$ cat src/rtl/e203_extend_csr_pkg.sv
// ----------------------------------------------------------------------------
// e203_extend_csr_pkg
// Shared definitions for the extended-CSR arbiter slice:
//   state_t  : arbiter FSM states (IDLE / BUSY / RESP)
//   NUM_REQ  : number of upstream requesters
//   DATA_W   : CSR address / data width
// ----------------------------------------------------------------------------
package e203_extend_csr_pkg;

    localparam int NUM_REQ = 2;
    localparam int DATA_W  = 32;

    typedef enum logic [1:0] {
        ST_IDLE = 2'd0,
        ST_BUSY = 2'd1,
        ST_RESP = 2'd2
    } state_t;

endpackage

$ cat src/rtl/e203_extend_csr_rr.sv
// ----------------------------------------------------------------------------
// e203_extend_csr_rr
// Two-way round-robin picker. Purely combinational.
//   req   : request bits, one per requester
//   last  : index of the requester granted most recently
//   grant : index of the requester that wins now (don't-care when req == 0)
// ----------------------------------------------------------------------------
module e203_extend_csr_rr
    import e203_extend_csr_pkg::*;
(
    input  logic [NUM_REQ-1:0] req,
    input  logic               last,
    output logic               grant
);

    always_comb begin
        case (req)
            2'b10:   grant = 1'b1;
            2'b11:   grant = ~last;   // contention: the one not served last wins
            default: grant = 1'b0;
        endcase
    end

endmodule

$ cat src/rtl/e203_extend_csr_arb.sv
// ----------------------------------------------------------------------------
// e203_extend_csr_arb
// Arbitrates two CSR requesters onto one downstream NICE CSR port, one
// transaction at a time, with an optional BUSY timeout.
//   clk, rst          : clock, asynchronous active-high reset
//   req_valid/ready   : per-requester request handshake
//   req_addr/wr/wdata : per-requester request fields (requester i at [32i+:32])
//   rsp_valid/ready   : per-requester response handshake
//   rsp_rdata/err     : shared response data and timeout flag
//   nice_csr_*        : downstream request / response port
// Parameter TMO_CYC: BUSY cycles without nice_csr_ready before abort (0 = off).
// ----------------------------------------------------------------------------
module e203_extend_csr_arb
    import e203_extend_csr_pkg::*;
#(
    parameter int unsigned TMO_CYC = 16
) (
    input  logic                        clk,
    input  logic                        rst,
    input  logic [NUM_REQ-1:0]          req_valid,
    output logic [NUM_REQ-1:0]          req_ready,
    input  logic [NUM_REQ*DATA_W-1:0]   req_addr,
    input  logic [NUM_REQ-1:0]          req_wr,
    input  logic [NUM_REQ*DATA_W-1:0]   req_wdata,
    output logic [NUM_REQ-1:0]          rsp_valid,
    input  logic [NUM_REQ-1:0]          rsp_ready,
    output logic [DATA_W-1:0]           rsp_rdata,
    output logic                        rsp_err,
    output logic                        nice_csr_valid,
    input  logic                        nice_csr_ready,
    output logic [DATA_W-1:0]           nice_csr_addr,
    output logic                        nice_csr_wr,
    output logic [DATA_W-1:0]           nice_csr_wdata,
    input  logic [DATA_W-1:0]           nice_csr_rdata
);

    localparam int CNT_RAW = $clog2(TMO_CYC + 1);
    localparam int CNT_W   = (CNT_RAW < 1) ? 1 : CNT_RAW;
    localparam logic [CNT_W-1:0] TMO_LAST = CNT_W'((TMO_CYC == 0) ? 0 : TMO_CYC - 1);

    state_t              state_q, state_d;
    logic [DATA_W-1:0]   addr_q, wdata_q, rdata_q;
    logic                wr_q, err_q;
    logic                grant_q;
    logic                last_q;
    logic [CNT_W-1:0]    cnt_q;

    logic                pick;
    logic                any_req;
    logic                tmo_hit;
    logic                rsp_hs;

    e203_extend_csr_rr u_rr (
        .req   (req_valid),
        .last  (last_q),
        .grant (pick)
    );

    assign any_req = |req_valid;
    assign tmo_hit = (TMO_CYC != 0) && (cnt_q == TMO_LAST) && !nice_csr_ready;
    assign rsp_hs  = rsp_ready[grant_q];   // the non-granted ready bit is ignored

    // ------------------------------------------------------------------------
    // State register
    // ------------------------------------------------------------------------
    // NOTE: sequential state uses non-blocking assignments so every flop
    // samples the pre-edge values of its peers, independent of block order.
    always_ff @(posedge clk or posedge rst) begin
        if (rst) state_q <= ST_IDLE;
        else     state_q <= state_d;
    end

    // ------------------------------------------------------------------------
    // Next-state logic
    // ------------------------------------------------------------------------
    // NOTE: every combinational output gets a default before the case so no
    // path leaves it unassigned, which would otherwise infer a latch.
    always_comb begin
        state_d = state_q;
        case (state_q)
            ST_IDLE: if (any_req) state_d = ST_BUSY;
            ST_BUSY: if (nice_csr_ready || tmo_hit) state_d = ST_RESP;
            ST_RESP: if (rsp_hs) state_d = ST_IDLE;
            default: state_d = ST_IDLE;
        endcase
    end

    // ------------------------------------------------------------------------
    // Output logic: every output is qualified by its owning state, so all of
    // them read 0 while reset holds the FSM in IDLE. req_ready also looks at
    // rst directly because in IDLE it follows req_valid combinationally.
    // ------------------------------------------------------------------------
    always_comb begin
        req_ready      = '0;
        nice_csr_valid = 1'b0;
        nice_csr_addr  = '0;
        nice_csr_wr    = 1'b0;
        nice_csr_wdata = '0;
        rsp_valid      = '0;
        rsp_rdata      = '0;
        rsp_err        = 1'b0;
        case (state_q)
            ST_IDLE: begin
                if (any_req && !rst) req_ready = pick ? 2'b10 : 2'b01;
            end
            ST_BUSY: begin
                nice_csr_valid = 1'b1;
                nice_csr_addr  = addr_q;
                nice_csr_wr    = wr_q;
                nice_csr_wdata = wdata_q;
            end
            ST_RESP: begin
                rsp_valid = grant_q ? 2'b10 : 2'b01;
                rsp_rdata = rdata_q;
                rsp_err   = err_q;
            end
            default: ;
        endcase
    end

    // ------------------------------------------------------------------------
    // Transaction datapath
    // ------------------------------------------------------------------------
    // NOTE: these are plain registers, not a memory array, so each one gets
    // an explicit reset value; reset mid-transaction leaves nothing stale.
    // last_q resets to 1 so that requester 0 holds priority out of reset.
    always_ff @(posedge clk or posedge rst) begin
        if (rst) begin
            addr_q  <= '0;
            wdata_q <= '0;
            wr_q    <= 1'b0;
            grant_q <= 1'b0;
            last_q  <= 1'b1;
            cnt_q   <= '0;
            rdata_q <= '0;
            err_q   <= 1'b0;
        end else begin
            case (state_q)
                ST_IDLE: begin
                    if (any_req) begin
                        grant_q <= pick;
                        addr_q  <= pick ? req_addr[2*DATA_W-1:DATA_W]  : req_addr[DATA_W-1:0];
                        wdata_q <= pick ? req_wdata[2*DATA_W-1:DATA_W] : req_wdata[DATA_W-1:0];
                        wr_q    <= req_wr[pick];
                        cnt_q   <= '0;
                    end
                end
                ST_BUSY: begin
                    if (nice_csr_ready) begin
                        // Ready beats a coincident timeout.
                        rdata_q <= nice_csr_rdata;
                        err_q   <= 1'b0;
                    end else if (tmo_hit) begin
                        rdata_q <= '0;
                        err_q   <= 1'b1;
                    end else begin
                        cnt_q <= cnt_q + CNT_W'(1);
                    end
                end
                ST_RESP: begin
                    if (rsp_hs) last_q <= grant_q;
                end
                default: ;
            endcase
        end
    end

endmodule
$ cat config.mk
export PLATFORM = sky130hd
export DESIGN_NAME = e203_extend_csr_arb
export DESIGN_NICKNAME = d
export VERILOG_FILES = /design/src/rtl/e203_extend_csr_pkg.sv /design/src/rtl/e203_extend_csr_rr.sv /design/src/rtl/e203_extend_csr_arb.sv
export SDC_FILE = /design/constraint.sdc
export NUM_CORES = 1
export LEC_CHECK = 0
export BUFFER_PORTS_ARGS = -buffer_cell sky130_fd_sc_hd__clkbuf_2
export CORE_AREA = 2 2 138 106
export DETAILED_ROUTE_END_ITERATION = 6
export DIE_AREA = 0 0 140 108
export GPL_ROUTABILITY_DRIVEN = 0
export PLACE_DENSITY = 0.73
export SYNTH_ARGS = -nofsm -noshare
export SYNTH_HDL_FRONTEND = slang
export SYNTH_SLANG_ARGS = --single-unit
$ cat constraint.sdc
create_clock -name clk -period 3.55 [get_ports clk]
set_clock_uncertainty 0.15 [all_clocks]
set_input_delay 0.5325 -clock clk [delete_from_list [all_inputs] [get_ports clk]]
set_output_delay 0.5325 -clock clk [all_outputs]
set_load 0.01 [all_outputs]
## After elaboration in Yosys (flattened, before gate mapping)

Cells that the tools add are included.

| storage, ports and cells | value |
|---|---|
| logic and storage cells | 67 |
| input port bits | 169 |
| output and inout bits | 103 |
| register bits | 107 |

| operators by class | value |
|---|---|
| $add $sub $neg | 1 |
| order comparisons | 2 |
| bitwise gates (word level) | 1 |
| equality and inequality tests | 10 |
| mux-type cells | 30 |
| reduce and logical (&&, ||, !) cells | 14 |

Operators by type and width:

| kind | count |
|---|---|
| 2-to-1 mux 32 bit | 7 |
| 2-to-1 mux 2 bit | 8 |
| 2-to-1 mux 5 bit | 3 |
| != test 2 bit (second input constant) | 5 |
| case mux 5 bit (2 select lines) | 1 |
| 2-to-1 mux 1 bit | 9 |
| equality test 2 bit (second input constant) | 3 |
| case mux 2 bit (3 select lines) | 1 |
| AND reduction 2 bit | 3 |
| adder 5 x 1 -> 5 bit (second input constant) | 1 |
| equality test 5 x 4 -> 1 bit (second input constant) | 1 |
| less-than comparator 1 x 2 -> 1 bit (second input constant) | 2 |
| AND reduction 4 bit | 1 |
| nonzero test 2 bit | 2 |
| AND reduction 3 bit | 1 |
| equality test 2 x 1 -> 1 bit (second input constant) | 1 |
| logical AND 1 bit | 2 |
| zero test 1 bit | 2 |
| zero test 2 bit | 1 |
| case mux 1 bit (2 select lines) | 1 |
| OR reduction 2 bit | 1 |
| logical OR 1 bit | 1 |
| NOT 1 bit | 1 |

## Logic depth before layout (Yosys ltp)

Gate-level depths: netlist (run 1).

| depth | value |
|---|---|
| word-level depth | 5 |
| mapped depth | 6 |

## Hierarchy

Synthesis (run 1) repeated with hierarchy kept, for this count alone.

| second synthesis, totals | value |
|---|---|
| cells, all modules | 522 |
| area, all modules | 5,378.9 sq um |

Modules (own cells, without submodules):

| module | cells an instance | seq. area each (sq um) | times used | area an instance (sq um) |
|---|---|---|---|---|
| e203_extend_csr_arb | 521 | 2,678.8 | 1 | 5,367.6 |
| e203_extend_csr_rr | 1 | 0.0 | 1 | 11.3 |

## Worst setup path before layout (run 1)

Ideal clock, no wire load.

| timing | value |
|---|---|
| kind | input to output |
| start | input port rst |
| end | output port req_ready[1] |
| arrival | 3,236 ps |
| cell stages on the path | 2 |
| buffers on the path | 0 |
| setup slack | -368 ps |
| required time | 2,867 ps |
| path through | inv_1 > and3_1 |

| on the way | value |
|---|---|
| cells in the longest elaborated chain, start to end | 4 |

Ends and longest elaborated chain:

| item | RTL line | text |
|---|---|---|
| from (decl) | e203_extend_csr_arb.sv:19 | `input logic rst,` |
| zero test 1 bit (no source line) | n/a |  |
| logical AND 1 bit | e203_extend_csr_arb.sv:104 | `if (any_req && !rst) req_ready = pick ? 2'b10 : 2'b01;` |
| 2-to-1 mux 2 bit | e203_extend_csr_arb.sv:104 |  |
| 2-to-1 mux 2 bit | e203_extend_csr_arb.sv:102 | `case (state_q)` |
| to (decl) | e203_extend_csr_arb.sv:21 | `output logic [NUM_REQ-1:0] req_ready,` |

No other way between the ends.

## Final worst setup path (run 1)

| timing | value |
|---|---|
| start | register state_q[1] |
| end | output port req_ready[0] |

| on the way | value |
|---|---|
| cells in the longest elaborated chain, start to end | 2 |

Ends and longest elaborated chain:

| item | RTL line | text |
|---|---|---|
| from (decl) | e203_extend_csr_arb.sv:41 | `state_t state_q, state_d;` |
| from (signal assigned) | e203_extend_csr_arb.sv:70 | `else state_q <= state_d;` |
| zero test 2 bit | e203_extend_csr_arb.sv:102 |  |
| 2-to-1 mux 2 bit | e203_extend_csr_arb.sv:102 |  |

No other way between the ends.

==> impl_metrics.tcl, run 1 <==
set metrics [dict create \
    reg2regPathDepth 6 \
    synth-edff-count 0 \
    wl_um 14300 \
    routedWlPerCell_um 15.0 \
    ys_types 28 \
    reg2reg_to "cnt_q[0]" \
    clock_latency_ps 340 \
    grt_max_degree 67 \
    cts.clk_slew.worst_paths_ps 80 \
    synth_area_mm2 0.00543 \
    hold_viol 0 \
    crit_fanout 8 \
    areaGrowthSynthToFinish_pct 33.5 \
    ctsHoldBuffers 0 \
    avgSynthCellArea_um2 10.3 \
    slew_viol_final 0 \
    critPathArrivalTime_ps 1740 \
    port_buffers 271 \
    worst_slack_ps 1120 \
    slew_headroom 0.525 \
    track_usage 0.189 \
    drtAntennaViolNets 0 \
    cellPowerDensity_mw_per_mm2 757 \
    tightest_slew_ps 712 \
    seq_area_mm2 0.00268 \
    maxUsedRoutingLayer "met4" \
    drt-met1-wl_um 6600 \
    drive_gt1_frac 0.397 \
    cp-start-kind "register" \
    finalCriticalPeriod_ps 2430 \
    cts-root-buf "clkbuf_16" \
    cap_violations 0 \
    status "finished with violations" \
    cts_setup_buffers 0 \
    vias 4783 \
    synth_top_cell_by_area "dfrtp_1" \
    wl_met2_um 6630 \
    die_h_um 108 \
    final_util 0.530 \
    synth_warnings 0 \
    cts_resized 0 \
    place_ws_ps 1230 \
    clock_sinks 107 \
    peakVddDrop_v 0.000442 \
    fmax_mhz 412 \
    rsz0062_at_grt "false" \
    antenna_found_initial 0 \
    postSynthCellCount 529 \
    synth-main-ff-cell "dfrtp_1" \
    final_nets 945 \
    start_util 0.397 \
    synth_area_leaders "dfrtp_1 (49%), mux2i_1 (13%), and2_1 (12%)" \
    fin_crit_sh 0.683 \
    synthTopCellsByCount "o21ai_0 (107), dfrtp_1 (106), and2_1 (100)" \
    fillers 1281 \
    synth_seq_area_share 0.494 \
    grt_remaining_overflow 0 \
    io_pins 272 \
    critPathRequiredTime_ps 2870 \
    antenna_cells 0 \
    die_w_um 140 \
    synth.top_cell.area_share 0.489 \
    drc 18 \
    htree_num_levels 3 \
    grt_pass1_vias 4622 \
    die_area_mm2 0.0151 \
    cts_buffers 9 \
    drt_first_pass_iters 7 \
    failed_checks "DRC" \
    tritoncts "yes" \
    r2r_setup_slack_ps 1280 \
    r2r-start "cnt_q[0]" \
    ys_async_sr_fraction 1.00 \
    finalSetupViolCount 0 \
    end_kind "output port" \
    tns_ps 0 \
    drt-initial-drc-count 311 \
    core_area_mm2 0.0137 \
    multi_input_area_mm2 0.00254 \
    yosysMostFrequentCell "o21ai_0" \
    synth_fp_nets 700 \
    ys_ff_latch 107 \
    viasPerCell 5.01 \
    hold_class "input port to async pin" \
    path_class "register to output port" \
    dp_hpwl_um 10300 \
    rows 37 \
    clk_path_buf_depth 2 \
    power.leakage_nw 3.70 \
    grt_first_pass_wirelength_um 22900 \
    route.met3.wl_um 909 \
]
## where the power goes
group	internal [mW]	switching [mW]	leakage [nW]
Sequential	1.79	0.267	1.33
Clock	0.505	0.510	0.150
Combinational	1.04	1.37	2.23
Total	3.34	2.15	3.70
## stage by stage
stage	hold slack (ps)	power [mW]	instance area, µm²	std cells
CTS	28.2	5.56	7240	954
global route	49.3	5.92	7240	954
finish	27.2	5.48	7240	954
floorplan	304	3.63	5430	529
global placement	321	4.48	6930	938
detailed placement	325	4.53	6930	938
## layer usage
layer  vias up  global-route usage
li1       2342                   -
met1      2236               0.256
met2       188               0.310
met3        17              0.0407
met4         0              0.0548
met5         -                   0
## cells in the final DEF (no fill, tap or decap)
cell type,count
a21boi_4,1
a21o_1,2
a21oi_1,3
a22o_1,34
and2_1,100
and3_1,2
buf_12,2
buf_4,10
clkbuf_16,9
clkbuf_2,271
clkinv_8,3
clkinvlp_4,1
dfrtp_1,106
dfstp_2,1
ha_1,2
inv_1,3
inv_6,4
mux2_2,1
mux2_4,1
mux2i_1,69
nand2_1,2
nand2b_1,3
nand4b_1,1
nor2_1,3
nor2_4,1
nor2b_1,2
nor2b_4,1
nor3_1,1
o21ai_0,107
o21ai_1,26
o21ai_2,1
o21ai_4,1
o21bai_1,3
or2_2,1
or3b_1,1
## critical path, cell delays in order (launching register included)
cell and delay (ps):
dfrtp_1 480, nor2_1 420, o21ai_4 130, nor3_1 200, clkbuf_2 170
## cell type report
type | count | area share
well taps | 175 | 0.0302
clock inverters | 7 | 0.0116
inverters | 4 | 0.00259
flip-flops and latches | 107 | 0.370
repair buffers | 283 | 0.203
multi-input cells | 369 | 0.351
clock buffers | 9 | 0.0311
## worst max-delay path by stage
stage / startpoint / end / slack [ps] / cells after the start
5_1_grt: state_q[0] / nice_csr_wdata[16] / 1050 / 4
3_3_place_gp: req_valid[1] / wdata_q[6] / 1300 / 5
6_report: state_q[1] / req_ready[0] / 1120 / 4
2_1_floorplan: rst / req_ready[1] / 350 / 2
3_5_place_dp: req_valid[1] / addr_q[16] / 1230 / 5
4_1_cts: state_q[1] / req_ready[0] / 1110 / 4
## flip-flops by register name (all words and copies together) (netlist names), 2 cells and up
name,cells
state_q,2
cnt_q,5
wdata_q,32
rdata_q,32
addr_q,32
## kinds of logic (layout without fill, tap and decap cells)
kind of cell	Yosys count	in the layout	share of synthesized area
AND/OR/NAND/NOR	118	118	0.134
AO/OA/AOI/OAI	178	178	0.190
multiplexers	71	71	0.132
adder cells (fa/ha/maj)	2	2	0.00461
flip-flops	107	107	0.494
buffers and inverters	53	303	0.0450
No activity file was read; power rests on OpenSTA's default activity.
==> inputs of run 2 (changes only) <==
--- a/config.mk
+++ b/config.mk
@@ -5,10 +5,11 @@
 export SDC_FILE = /design/constraint.sdc
 export NUM_CORES = 1
 export LEC_CHECK = 0
+export ABC_AREA = 1
 export BUFFER_PORTS_ARGS = -buffer_cell sky130_fd_sc_hd__clkbuf_2
-export CORE_AREA = 2 2 138 106
+export CORE_AREA = 2 2 140 108
 export DETAILED_ROUTE_END_ITERATION = 6
-export DIE_AREA = 0 0 140 108
+export DIE_AREA = 0 0 142 110
 export GPL_ROUTABILITY_DRIVEN = 0
 export PLACE_DENSITY = 0.73
 export SYNTH_ARGS = -nofsm -noshare
==> constraint.sdc (replaced) <==
create_clock -name clk -period 2.1 [get_ports clk]
set_clock_uncertainty 0.15 [all_clocks]
set_input_delay 0.315 -clock clk [delete_from_list [all_inputs] [get_ports clk]]
set_output_delay 0.315 -clock clk [all_outputs]
set_load 0.01 [all_outputs]
==> impl_metrics.tcl, run 2 <==
set metrics [dict create \
    tns_ps 0 \
    routedWlPerCell_um 11.8 \
    fin_worst_hold_slack_ps 18.1 \
    drt_first_pass_iters 4 \
    port_buffers 271 \
    reg2reg_to "cnt_q[1]" \
    vias 5614 \
    cts_buffers 9 \
    reg.largest.list "addr_q (32), rdata_q (32), wdata_q (32)" \
    fillers 1390 \
    rsz0062_at_grt "false" \
    io_pins 272 \
    finalCriticalPeriod_ps 1970 \
    synth_seq_area_share 0.478 \
    synthTopCellsByCount "nand2_1 (185), nor2_1 (176), inv_1 (173)" \
    cts-root-buf "clkbuf_16" \
    seq_power_share 0.350 \
    clkPwrFrac 0.178 \
    dp_hpwl_um 10700 \
    die_area_mm2 0.0156 \
    cp-start-kind "register" \
    clock_sinks 107 \
    whs_path_depth 3 \
    final_area_mm2 0.00753 \
    areaGrowthSynthToFinish_pct 34.3 \
    hold_viol 0 \
    critPathRequiredTime_ps 1630 \
    slew_headroom 0.733 \
    slew_viol_final 0 \
    power.share.switching 0.415 \
    crit_fanout 36 \
    end_kind "output port" \
    ys_ff_latch 107 \
    instances_no_fill 1244 \
    mostFrequentLayoutCell "clkbuf_2" \
    crit_family "buffers and inverters" \
    critPathArrivalTime_ps 1510 \
    cp_cell_sequence "nor2_1, clkinv_1, buf_6, nor2_1, clkbuf_2" \
    slowest_stage "dfrtp_1" \
    synth_warnings 0 \
    yosysMostFrequentCell "nand2_1" \
    min_from "nice_csr_rdata[19]" \
    peakVddDrop_v 0.000617 \
    holdPathEnd "rdata_q[19]" \
    path_class "register to output port" \
    p_total_mw 9.48 \
    grt_first_pass_wirelength_um 23200 \
    r2r_setup_slack_ps 280 \
    worst-path-buf-inv 3 \
    tightest_slew_ps 396 \
    wl_um 14700 \
    rows 38 \
    clock_latency_ps 350 \
    final_nets 1230 \
    finalSetupViolCount 0 \
    seq_area_mm2 0.00268 \
    mostFrequentLayoutCells "clkbuf_2 (271), nand2_1 (184), nor2_1 (175)" \
    drc 0 \
    core_area_mm2 0.0142 \
    clk_path_buf_depth 2 \
    worst_slack_ps 128 \
    synth_top_cell_by_area "dfrtp_1" \
    track_usage 0.185 \
    antenna_cells 0 \
    synth_area_mm2 0.00561 \
    cellPowerDensity_mw_per_mm2 1260 \
    internal-power_mw 5.54 \
    viasPerCell 4.51 \
    fin_crit_sh 0.939 \
    ys_async_sr_fraction 1.00 \
    avgSynthCellArea_um2 6.97 \
    synth-edff-count 0 \
    r2r-start "cnt_q[0]" \
    dp.cells 1224 \
    hold_class "input port to register" \
    reg2regPathDepth 9 \
    cts_setup_buffers 0 \
    multi_input_area_mm2 0.00207 \
    synth_area_leaders "dfrtp_1 (47%), nand2_1 (12%), nor2_1 (12%)" \
    final_util 0.530 \
    cap_violations 0 \
    crit_path_frequent_cell "nor2_1" \
    grt_max_degree 75 \
    start_util 0.394 \
    dpl-instance-area_mm2 0.00719 \
    grt_pass1_vias 4975 \
    htree_num_levels 3 \
    power.leakage_nw 4.41 \
    ys_types 23 \
    grt_remaining_overflow 0 \
    drtAntennaViolNets 0 \
    die_h_um 110 \
    synth.top_cell.area_share 0.473 \
    drive_gt1_frac 0.289 \
    synth-main-ff-cell "dfrtp_1" \
    postSynthCellCount 805 \
    antenna_found_initial 0 \
    die_w_um 142 \
    tritoncts "yes" \
    status "finished clean" \
    cpPeakStageDelay_ps 420 \
    fmax_mhz 507 \
    pwr-share-comb 0.472 \
    place_ws_ps 281 \
    synth_fp_nets 976 \
    drt-initial-drc-count 273 \
    cts.clk_slew.worst_paths_ps 80 \
    power.switching_mw 3.93 \
]
-- run 2: cell count changes after synthesis, sizes merged, moves of 65 or more --
| cell | previous run | this run |
|---|---|---|
| nand2 | 2 | 186 |
| nor2 | 4 | 178 |
| inv | 4 | 174 |
| and2 | 100 | 0 |
| o21ai | 135 | 40 |
| mux2i | 69 | 0 |
| o22ai | 0 | 65 |
-- run 2: area by class of cell --
type | instances | share of cell area
multi-input cells | 479 | 0.274
flip-flops and latches | 107 | 0.356
inverters | 175 | 0.0877
clock inverters | 7 | 0.00947
well taps | 180 | 0.0299
repair buffers | 287 | 0.213
clock buffers | 9 | 0.0299
-- run 2: worst min-delay path, stage by stage --
cell      delay, ps
clkbuf_2         80
nand2_1          40
o21ai_0          60
-- run 2: kinds of logic after synthesis --
kind of cell,share of synthesized area
buf+inv,0.156
fa+ha+maj,0.00446
flops,0.478
compound gates,0.111
simple gates,0.251
-- run 2: repair_timing --
| item | in CTS | in global routing |
|---|---|---|
| hold endpoints to repair | 109 | 0 |
| setup endpoints to repair | 0 | 2 |
| gates resized for setup | 0 | 2 |
| hold buffers | 4 | 0 |
-- run 2: power groups by stage --
stage	clock network (mW)	logic (mW)	registers, mW
floorplan	0	3.03	3.28
global placement	0	4.42	3.31
detailed placement	0	4.49	3.36
CTS	1.75	4.51	3.32
global route	1.82	5.07	3.41
finish	1.69	4.47	3.32
-- run 2: layer usage --
layer / vias to the layer above / global-route usage / wire, µm / part of all wire
met5: - / 0 / 0 / 0
met4: 0 / 0.0500 / 196 / 0.013
met3: 17 / 0.0479 / 891 / 0.061
met2: 184 / 0.305 / 6780 / 0.46
met1: 2510 / 0.243 / 6800 / 0.46
li1: 2903 / - / - / -
-- run 2: worst max path at each step --
stage	from	endpoint	slack [ps]	depth (start not counted)
after floorplan	rst	addr_q[0]	350	1
after global placement	cnt_q[0]	cnt_q[3]	350	9
after detailed placement	cnt_q[0]	cnt_q[3]	280	9
after CTS	state_q[0]	rsp_valid[1]	50	5
after global routing	state_q[0]	req_ready[0]	50	4
final	state_q[0]	rsp_rdata[11]	130	5
